**src/rtl/ha_pkg.sv**
```systemverilog
// ha_pkg: shared defaults, FSM state and word record for the half-adder stream packer
package ha_pkg;
  localparam int BEAT_W_D = 8;
  localparam int CNT_W_D = 4;
  typedef enum logic {FILL, HOLD} state_t;
  typedef struct packed {
    logic [BEAT_W_D-1:0] data;
    logic [CNT_W_D-1:0] len;
    logic [CNT_W_D-1:0] carries;
  } word_t;
endpackage

```
**src/rtl/ha_stream_packer.sv**
```systemverilog
// ha_stream_packer: packs sum bits LSB-first into words, counts carries, single-entry valid/ready output
module ha_stream_packer
  import ha_pkg::*;
#(
  parameter int BEAT_W = BEAT_W_D,
  parameter int CNT_W = CNT_W_D
) (
  input  logic              clk,
  input  logic              rst,
  input  logic              in_valid,
  output logic              in_ready,
  input  logic              in_sum,
  input  logic              in_carry,
  input  logic              flush,
  output logic              out_valid,
  input  logic              out_ready,
  output logic [BEAT_W-1:0] out_data,
  output logic [CNT_W-1:0]  out_len,
  output logic [CNT_W-1:0]  out_carries,
  output logic [7:0]        word_count
);
  state_t state, nstate;
  logic [CNT_W-1:0] fill_cnt, carry_cnt, nfill, ncarry;
  logic [BEAT_W-1:0] shift_reg, nshift;
  logic acc, done, xfer;
  always_comb begin
    acc = in_valid && state == FILL;
    nfill = fill_cnt + CNT_W'(acc);
    ncarry = carry_cnt + CNT_W'(acc && in_carry);
    nshift = shift_reg | (BEAT_W'(acc && in_sum) << fill_cnt);
    // flush coinciding with the completing beat is absorbed by the full word
    done = state == FILL && (nfill == CNT_W'(BEAT_W) || (flush && nfill != '0));
    xfer = state == HOLD && out_ready;
    nstate = done ? HOLD : xfer ? FILL : state;
  end
  assign in_ready = state == FILL;
  assign out_valid = state == HOLD;
  always_ff @(posedge clk)
    state <= rst ? FILL : nstate;
  always_ff @(posedge clk) begin
    if (rst) begin
      fill_cnt <= '0;
      carry_cnt <= '0;
      shift_reg <= '0;
      out_data <= '0;
      out_len <= '0;
      out_carries <= '0;
      word_count <= '0;
    end else begin
      if (done) begin
        out_data <= nshift;
        out_len <= nfill;
        out_carries <= ncarry;
        fill_cnt <= '0;
        carry_cnt <= '0;
        shift_reg <= '0;
      end else if (acc) begin
        fill_cnt <= nfill;
        carry_cnt <= ncarry;
        shift_reg <= nshift;
      end
      if (xfer) word_count <= word_count + 8'd1;
    end
  end
endmodule

```
**config.mk**
```make
export PLATFORM = sky130hd
export DESIGN_NAME = ha_stream_packer
export DESIGN_NICKNAME = d
export VERILOG_FILES = /design/src/rtl/ha_pkg.sv /design/src/rtl/ha_stream_packer.sv
export SDC_FILE = /design/constraint.sdc
export NUM_CORES = 1
export LEC_CHECK = 0
export BUFFER_PORTS_ARGS = -buffer_cell sky130_fd_sc_hd__buf_4
export CAP_MARGIN = 20
export CORE_MARGIN = 10
export CORE_UTILIZATION = 54
export DETAILED_ROUTE_END_ITERATION = 10
export HOLD_SLACK_MARGIN = 0.15
export PLACE_DENSITY = 0.78
export SLEW_MARGIN = 10
export SYNTH_ARGS = -nofsm -noshare
export SYNTH_HDL_FRONTEND = slang
export SYNTH_SLANG_ARGS = --single-unit
```
**constraint.sdc**
```tcl
create_clock -name clk -period 2.9 [get_ports clk]
set_input_delay 0 -clock clk [delete_from_list [all_inputs] [get_ports clk]]
set_output_delay 0 -clock clk [all_outputs]
set_load 0.005 [all_outputs]
```
# [Yosys cells after proc, flatten, opt, wreduce, memory -nomap -nowiden]
# Index checks and enable logic that the tools add are counted.
[classes] n_mux=2 bitwise=2 shift=1 reduce_logical=10 add_sub_neg=3 n_eq_ne=1
[ops] operator="$add A4 B1 Y4" count=2
[ops] operator="$add A8 B1 Y8 const B" count=1
[ops] operator="$or A8 B8 Y8" count=1
[ops] operator="$shl A1 B4 Y8" count=1
[ops] operator="$logic_and A1 B1 Y1" count=6
[ops] operator="$eq A4 B4 Y1 const B" count=1
[ops] operator="$reduce_bool A4 Y1" count=1
[ops] operator="$mux W1" count=2
[ops] operator="$reduce_bool A2 Y1" count=1
[ops] operator="$reduce_or A2 Y1" count=1
[ops] operator="$logic_or A1 B1 Y1" count=1
[ops] operator="$not A1 Y1" count=1
[word_totals] word_cells=27 register_bits=41 inputBits=7 output_inout_bits=26

# [Logic depth before layout (Yosys ltp)]
# Gate-level depths: netlist (run 1).
[depth] ltp_word=8 depth_mapped=10 depth_no_buf=8

# [Least setup slack after synthesis (run 1)]
# No wires, ideal clock.
[synth_path] path_kind="register to register" startpoint="register state (netlist: out_valid)" endpoint="register out_data[0]" path_slack_ns=0.257 path_buffers=2 period_less_slack_ns=2.643 t_required_ns=2.779 arrival_time_ns=2.522 setup_time_ns=0.121 stages_incl_launch_ff=11 path_cell_list="dfxtp_1 > nand2b_1 > clkbuf_1 > inv_1 > ha_1 > ha_1 > xor2_2 > o31a_1 > a211o_1 > buf_6 > mux2_4"
[synth_between] elab_chain_cells=7 word_cells_on_any_way=11 classes_between="add/sub (1); eq/ne (1); shift (1); bitwise (2); reduce/logical (6)"
[synth_lines] element="from (decl)" line="ha_stream_packer.sv:22" rtl="state_t state, nstate;"
[synth_lines] element="from (signal assigned)" line="ha_stream_packer.sv:39" rtl="state <= rst ? FILL : nstate;"
[synth_lines] element="$not A1 Y1 (*)" line="ha_stream_packer.sv:27, ha_stream_packer.sv:32"
[synth_lines] element="$logic_and A1 B1 Y1" line="ha_stream_packer.sv:27" rtl="acc = in_valid && state == FILL;"
[synth_lines] element="$add A4 B1 Y4" line="ha_stream_packer.sv:28" rtl="nfill = fill_cnt + CNT_W'(acc);"
[synth_lines] element="$reduce_bool A4 Y1" line="ha_stream_packer.sv:32" rtl="done = state == FILL && (nfill == CNT_W'(BEAT_W) || (flush && nfill != '0));"
[synth_lines] element="$logic_and A1 B1 Y1" line="ha_stream_packer.sv:32"
[synth_lines] element="$logic_or A1 B1 Y1" line="ha_stream_packer.sv:32"
[synth_lines] element="$logic_and A1 B1 Y1" line="ha_stream_packer.sv:32"
[synth_lines] element="to (signal assigned)" line="ha_stream_packer.sv:51" rtl="out_data <= nshift;"
[synth_lines] element="to (decl)" line="ha_stream_packer.sv:17" rtl="output logic [BEAT_W-1:0] out_data,"
# Mark *: on every way between the ends. The rest lies on a longest branch, timed or not.
# A chain may end at the register's enable or synchronous reset.

# [Worst setup path after layout (run 1)]
[layout_path] startpoint="register state (netlist: out_valid)" endpoint="register out_data[5]"
# The elaborated chain is that of the path after synthesis.

==> results of run 1 <==
[kinds of logic after synthesis]
| family | Yosys count | share of synthesized area, % |
|---|---|---|
| and+or+nand+nor | 81 | 21.5 |
| buffers and inverters | 19 | 4.84 |
| DFF | 41 | 44.7 |
| xor gates and xnor gates | 13 | 6.61 |
| muxes | 17 | 11.0 |
| adders and majority gates | 5 | 3.41 |
| AOI/OAI and AO/OA | 22 | 7.90 |
[worst register-to-register path, delay by kind of cell (launching register included)]
family          cells  cell delay (ns)
fa+ha+maj           2             0.42
buf+inv             1             0.08
mux                 1             0.40
compound gates      1             0.57
flops               1             0.34
xor+xnor            1             0.18
simple gates        2             0.45
[where the power goes]
part           switching [mW]  internal (mW)
combinational           0.169          0.133
sequential             0.0154          0.589
clock                   0.182          0.141
[layout by cell type (no fill, tap or decap), drive strengths merged]
cell	instances
nor4bb	1
xor2	7
dfxtp	41
inv	7
and2	1
a211oi	2
mux2i	9
nand2	16
and4b	1
a211o	1
xnor2	6
nor3	20
nand3	6
a21oi	8
a31oi	5
buf	36
or3	2
clkinv	1
mux2	8
nor4	2
nand2b	2
o21ai	2
ha	5
o31a	1
clkbuf	7
nand4	1
a31o	1
nor2b	9
nor2	19
dlygate4sd3	4
a2111oi	2
nor3b	1
[layout make-up]
class | instances | area share [%]
clock buffer | 7 | 2.94
clock inverter | 1 | 0.226
sequential | 41 | 37.1
inverter | 7 | 1.19
multi-input combinational | 138 | 41.9
timing repair buffer | 40 | 14.0
tap | 46 | 2.60
[how the worst max path moves through the flow]
stage / endpoint / slack (ns) / cells after the start
3_5_place_dp: out_data[5] / 0.43 / 8
3_3_place_gp: out_data[5] / 0.48 / 8
6_report: out_data[5] / 0.37 / 8
4_1_cts: out_data[5] / 0.38 / 8
2_1_floorplan: out_data[0] / 0.26 / 10
5_1_grt: out_data[5] / 0.17 / 8
[routing by layer]
metal	up-vias	GRT usage (%)	part of all wire, %
li1	752	-	-
met1	666	15.7	49
met2	28	17.1	43
met3	5	5.92	6.4
met4	0	4.30	1.1
met5	-	0	0
[what timing repair did]
action	in CTS	in global routing
endpoints found under the setup margin	0	0
hold buffers	4	0
hold endpoints to repair	18	0
==> out/results.ini, run 1 <==
[worst_setup_path]
r2r_slack_ns = 0.37
cp_top_family = compound AO/OA/AOI/OAI gates
cp_max_fo = 11
cp_cell_sequence = nand2b_1 > inv_1 > ha_1 > ha_1 > xor2_2 > nor3_1 > a211o_1 > mux2_2
max_stage_delay_ns = 0.57
crit_buf_inv = 1
crit_required_ns = 3.15
rr_startpoint = out_valid
slowest_stage = a211o_1
endpoint_kind = flip-flop
r2r_cells = 8
start_kind = flip-flop
path_class = reg2reg
reg2reg_to = out_data[5]
critPathLaunch = out_valid
cp.arrival_ns = 2.78
crit_path_frequent_cell = ha_1

[grt]
grt-ovfl-total = 0
antenna_found_initial = 0
grt_pass1_wl_um = 6120
grt_pass1_vias = 1292
grt_usage_pct = 12.1
grt_max_degree = 46

[pwr]
peakVddDrop_mv = 0.349
power.density_nw_per_um2 = 555
p_leak_nw = 0.945
total_power_mw = 1.23

[timing]
finClkSkew_ns = 0.00837
worst_hold_slack_ns = 0.193
report.final.slew_viol_count = 0
hold_violations = 0
worstMarginPinSlew_ns = 0.698
finalCritPeriodShare_pct = 87.3
final.setup.worst_slack_ns = 0.369
rsz0062_at_grt = no
timing.slew.headroom_pct = 52.8
final-setup-viol-count = 0
max_freq_mhz = 395
min_period_ns = 2.53
final.setup.tns_ns = 0

[synth]
ys_seq_area_share_pct = 44.7
ys_async_sr_fraction_pct = 0
netlist_top_cells_count = 41 x dfxtp_1, 20 x nor3_1, 19 x nor2_1
syn_area_per_cell_sq_um = 9.28
synth_cell_types = 35
synth-seq-cells = 41
yosysMostFrequentCell = dfxtp_1
synth.largest_area_cell = dfxtp_1
synth_ff_type = dfxtp_1
yosys-top-cells-area = dfxtp_1 45%, nor3_1 5.4%, mux2i_1 4.9%, mux2_4 4.9%, nor2_1 3.9%
synth-edff-count = 0
synth_area_sq_um = 1840
synth_top_area_share_pct = 44.7
ys.warnings.count = 0
syn_nets = 210
synth_cells = 198

[worst_hold_path]
worstHoldEndpoint = out_carries[0]
hold_depth = 5
hold_start = in_carry
holdCritPathClass = in2reg

[clocking]
cts_tree = built
htreeDepth = 2
clock_sinks = 41
cts_buffers = 5
cts-resized-gates = 0
clk_latency_ns = 0.35
cts_max_path_buffers = 2
root_buffer = clkbuf_4
path_clk_slew_ns = 0.11
cts_setup_buffers = 0

[floorplanning]
coreArea_sq_um = 3310
fp.dieW_um = 78.3
io_pins = 33
row_count = 21
die_h_um = 78.3
start_util_pct = 55.5
dieArea_sq_um = 6130

[routing]
vias = 1451
via_per_inst = 5.18
route.final.wire_length_um = 3690
dr.pass1.iters = 4
drt_iter0_markers = 142
wl_per_cell_um = 13.2
antenna_left = 0
route.detailed.drc = 0

[cells_and_area]
fin_cells = 280
utilization_pct = 66.8
syn2layout_area_growth_pct = 20.4
final_nets = 245
nFillCells = 284
drive_gt1_share_pct = 23.5
design_area_sq_um = 2210
multi_input_area_sq_um = 927
seq_area_sq_um = 821
n_antenna_cell = 0

[placement]
place.gp.congestion = 0.798
dp_cells = 268
port_buffers = 32
postPlaceCellArea_sq_um = 2100
post-place-ws_ns = 0.428
dp_hpwl_um = 2490

[run_status]
status = finished, final reports clean

[job]
cap_violations = 0

(Power assumes the default switching activity.)
==> inputs of run 2 (changes only) <==
Settings changed: CORE_UTILIZATION 54 to 45, GPL_TIMING_DRIVEN from default to 1, PLACE_DENSITY 0.78 to 0.67.
Clock period 2.9 ns to 3 ns, I/O delays scaled along.
==> run 2 against run 1 <==
First-iteration DRC count fell by 58%; sequential share of layout area fell by 0.19 points; die area rose by 15%; global-route usage fell by 1.2 points; wire length rose by 1.6%; combinational power fell by 5%; cell count rose by 1.1%; critical path type unchanged; critical endpoint unchanged; highest routed layer unchanged.
==> out/results.ini, run 2 (synthesis results as in run 1) <==
[run_status]
status = finished, final reports clean

[worst_setup_path]
cp_cell_sequence = nand2b_1 > inv_1 > ha_1 > ha_1 > xor2_2 > nor3_1 > a211o_1 > mux2_2
start_kind = flip-flop
path_class = reg2reg
r2r_cells = 8  ; unchanged
cp_num_cells = 8  ; unchanged
endpoint_kind = flip-flop
crit_path_frequent_cell = ha_1
crit_required_ns = 3.19  ; +0.04 ns
cp_max_fo = 11  ; unchanged
cp.arrival_ns = 2.66  ; -0.12 ns
cp_top_family = compound AO/OA/AOI/OAI gates
crit_buf_inv = 1  ; unchanged
slowest_stage = a211o_1
max_stage_delay_ns = 0.54  ; -0.03 ns

[floorplanning]
coreArea_sq_um = 3970  ; +20%
io_pins = 33  ; unchanged
fp.dieW_um = 83.9  ; +7.1%
die_h_um = 83.9  ; +7.1%
start_util_pct = 46.3  ; -9.2 points
row_count = 23  ; +9.5%
dieArea_sq_um = 7040  ; +15%

[timing]
final-setup-viol-count = 0  ; unchanged
finalCritPeriodShare_pct = 82.5  ; -4.8 points
finClkSkew_ns = 0.00644  ; -0.00193 ns
worstMarginPinSlew_ns = 0.774  ; +0.0766 ns
max_freq_mhz = 404  ; +2.3%
rsz0062_at_grt = no
timing.slew.headroom_pct = 47.7  ; -5.2 points
final.setup.tns_ns = 0  ; unchanged
hold_violations = 0  ; unchanged
min_period_ns = 2.47  ; -0.0573 ns
report.final.slew_viol_count = 0  ; unchanged

[placement]
postPlaceCellArea_sq_um = 2110  ; +0.24%
port_buffers = 32  ; unchanged
place.gp.congestion = 0.729  ; -8.6%
dp_hpwl_um = 2640  ; +5.9%

[cells_and_area]
utilization_pct = 56.0  ; -11 points
drive_gt1_share_pct = 23.6  ; +0.10 points
n_antenna_cell = 0  ; unchanged
design_area_sq_um = 2220  ; +0.51%
final_cell_mix = 41 x dfxtp_1, 36 x buf_4, 20 x nor3_1
final_common_cell = dfxtp_1
syn2layout_area_growth_pct = 21.0
final_nets = 244  ; -0.41%
nFillCells = 364  ; +28%

[routing]
dr.pass1.iters = 4  ; unchanged
via_per_inst = 4.96  ; -4.2%
vias = 1405  ; -3.2%
drt_iter0_markers = 60  ; -58%
antenna_left = 0  ; unchanged
wl_per_cell_um = 13.2  ; +0.50%
route.detailed.drc = 0  ; unchanged
route.final.wire_length_um = 3740  ; +1.6%

[pwr]
power.density_nw_per_um2 = 553  ; -0.51%
p_int_uw = 857  ; -0.57%
p_clk_share_pct = 29.0  ; +2.8 points
p_leak_nw = 0.941  ; -0.46%
pwr-share-seq_pct = 47.5  ; -1.7 points
switching_share_pct = 30.2  ; +0.40 points
switchingPower_uw = 371  ; +1.3%
total_power_mw = 1.23  ; about the same
peakVddDrop_mv = 0.270  ; -22%
comb_power_share_pct = 23.4  ; -1.2 points

[grt]
grt_usage_pct = 11.0  ; -1.2 points
grt_max_degree = 46  ; unchanged
grt_pass1_wl_um = 6350  ; +3.8%
antenna_found_initial = 0  ; unchanged
grt_pass1_vias = 1373  ; +6.3%
grt-ovfl-total = 0  ; unchanged

[worst_hold_path]
hold_depth = 5  ; unchanged
holdCritPathClass = in2reg

[clocking]
path_clk_slew_ns = 0.08  ; -0.03 ns
clock_sinks = 41  ; unchanged
root_buffer = clkbuf_8
htreeDepth = 2  ; unchanged
cts_tree = built
cts-resized-gates = 0  ; unchanged
clk_latency_ns = 0.30  ; -0.05 ns
cts_buffers = 5  ; unchanged
cts_max_path_buffers = 2  ; unchanged

[job]
cap_violations = 0  ; unchanged

-- run 2: worst reg2reg max path, delay by kind of cell (launching register included) --
family	cells	cell delay, ns
buffers and inverters	1	0.08
flip-flops	1	0.33
AND/OR/NAND/NOR	2	0.43
XOR/XNOR	1	0.17
multiplexers	1	0.39
AO/OA/AOI/OAI	1	0.54
adder cells (fa/ha/maj)	2	0.42
-- run 2: path summary, 6_finish.rpt --
check                                    start  slack [ns]              to
worst max register to register       out_valid        0.53     out_data[5]
worst min register to register  out_carries[0]        0.46  out_carries[0]
worst max-delay path                 out_valid        0.53     out_data[5]
worst min-delay path                  in_carry        0.23  out_carries[0]
-- run 2: stage by stage --
step | cells | setup slack [ns] | hold slack [ns]
floorplan | 198 | 0.357 | 0.163
global placement | 272 | 0.568 | 0.317
detailed placement | 272 | 0.533 | 0.319
CTS | 283 | 0.494 | 0.220
global route | 283 | 0.344 | 0.273
finish | 283 | 0.526 | 0.226
-- run 2: routing by layer --
metal,share of wire [%],track usage (%),vias to the layer above
met1,48,12.1,634
met4,2.6,6.85,0
met3,5.0,4.39,8
li1,-,-,744
met5,0,0,-
met2,44,17.1,19
-- run 2: repair_timing --
item	4_1_cts	5_1_grt
hold buffers	3	0
hold endpoints to repair	10	0
setup buffers	0	0
-- run 2: area by class of cell --
type                    count  area, sq um  share of cell area (%)
repair buffers             39          300                    13.5
clock buffers               5         68.8                    3.10
well taps                  50         62.6                    2.81
multi-input cells         138          927                    41.7
inverters                   7         26.3                    1.18
flip-flops and latches     41          821                    36.9
clock inverters             3         17.5                   0.788
-- run 2: power groups by stage --
stage	logic, mW	registers (mW)	clock network, mW
after floorplan	0.199	0.599	0
after global placement	0.288	0.596	0
after detailed placement	0.289	0.596	0
after CTS	0.293	0.584	0.375
after global routing	0.322	0.587	0.399
final	0.288	0.584	0.357
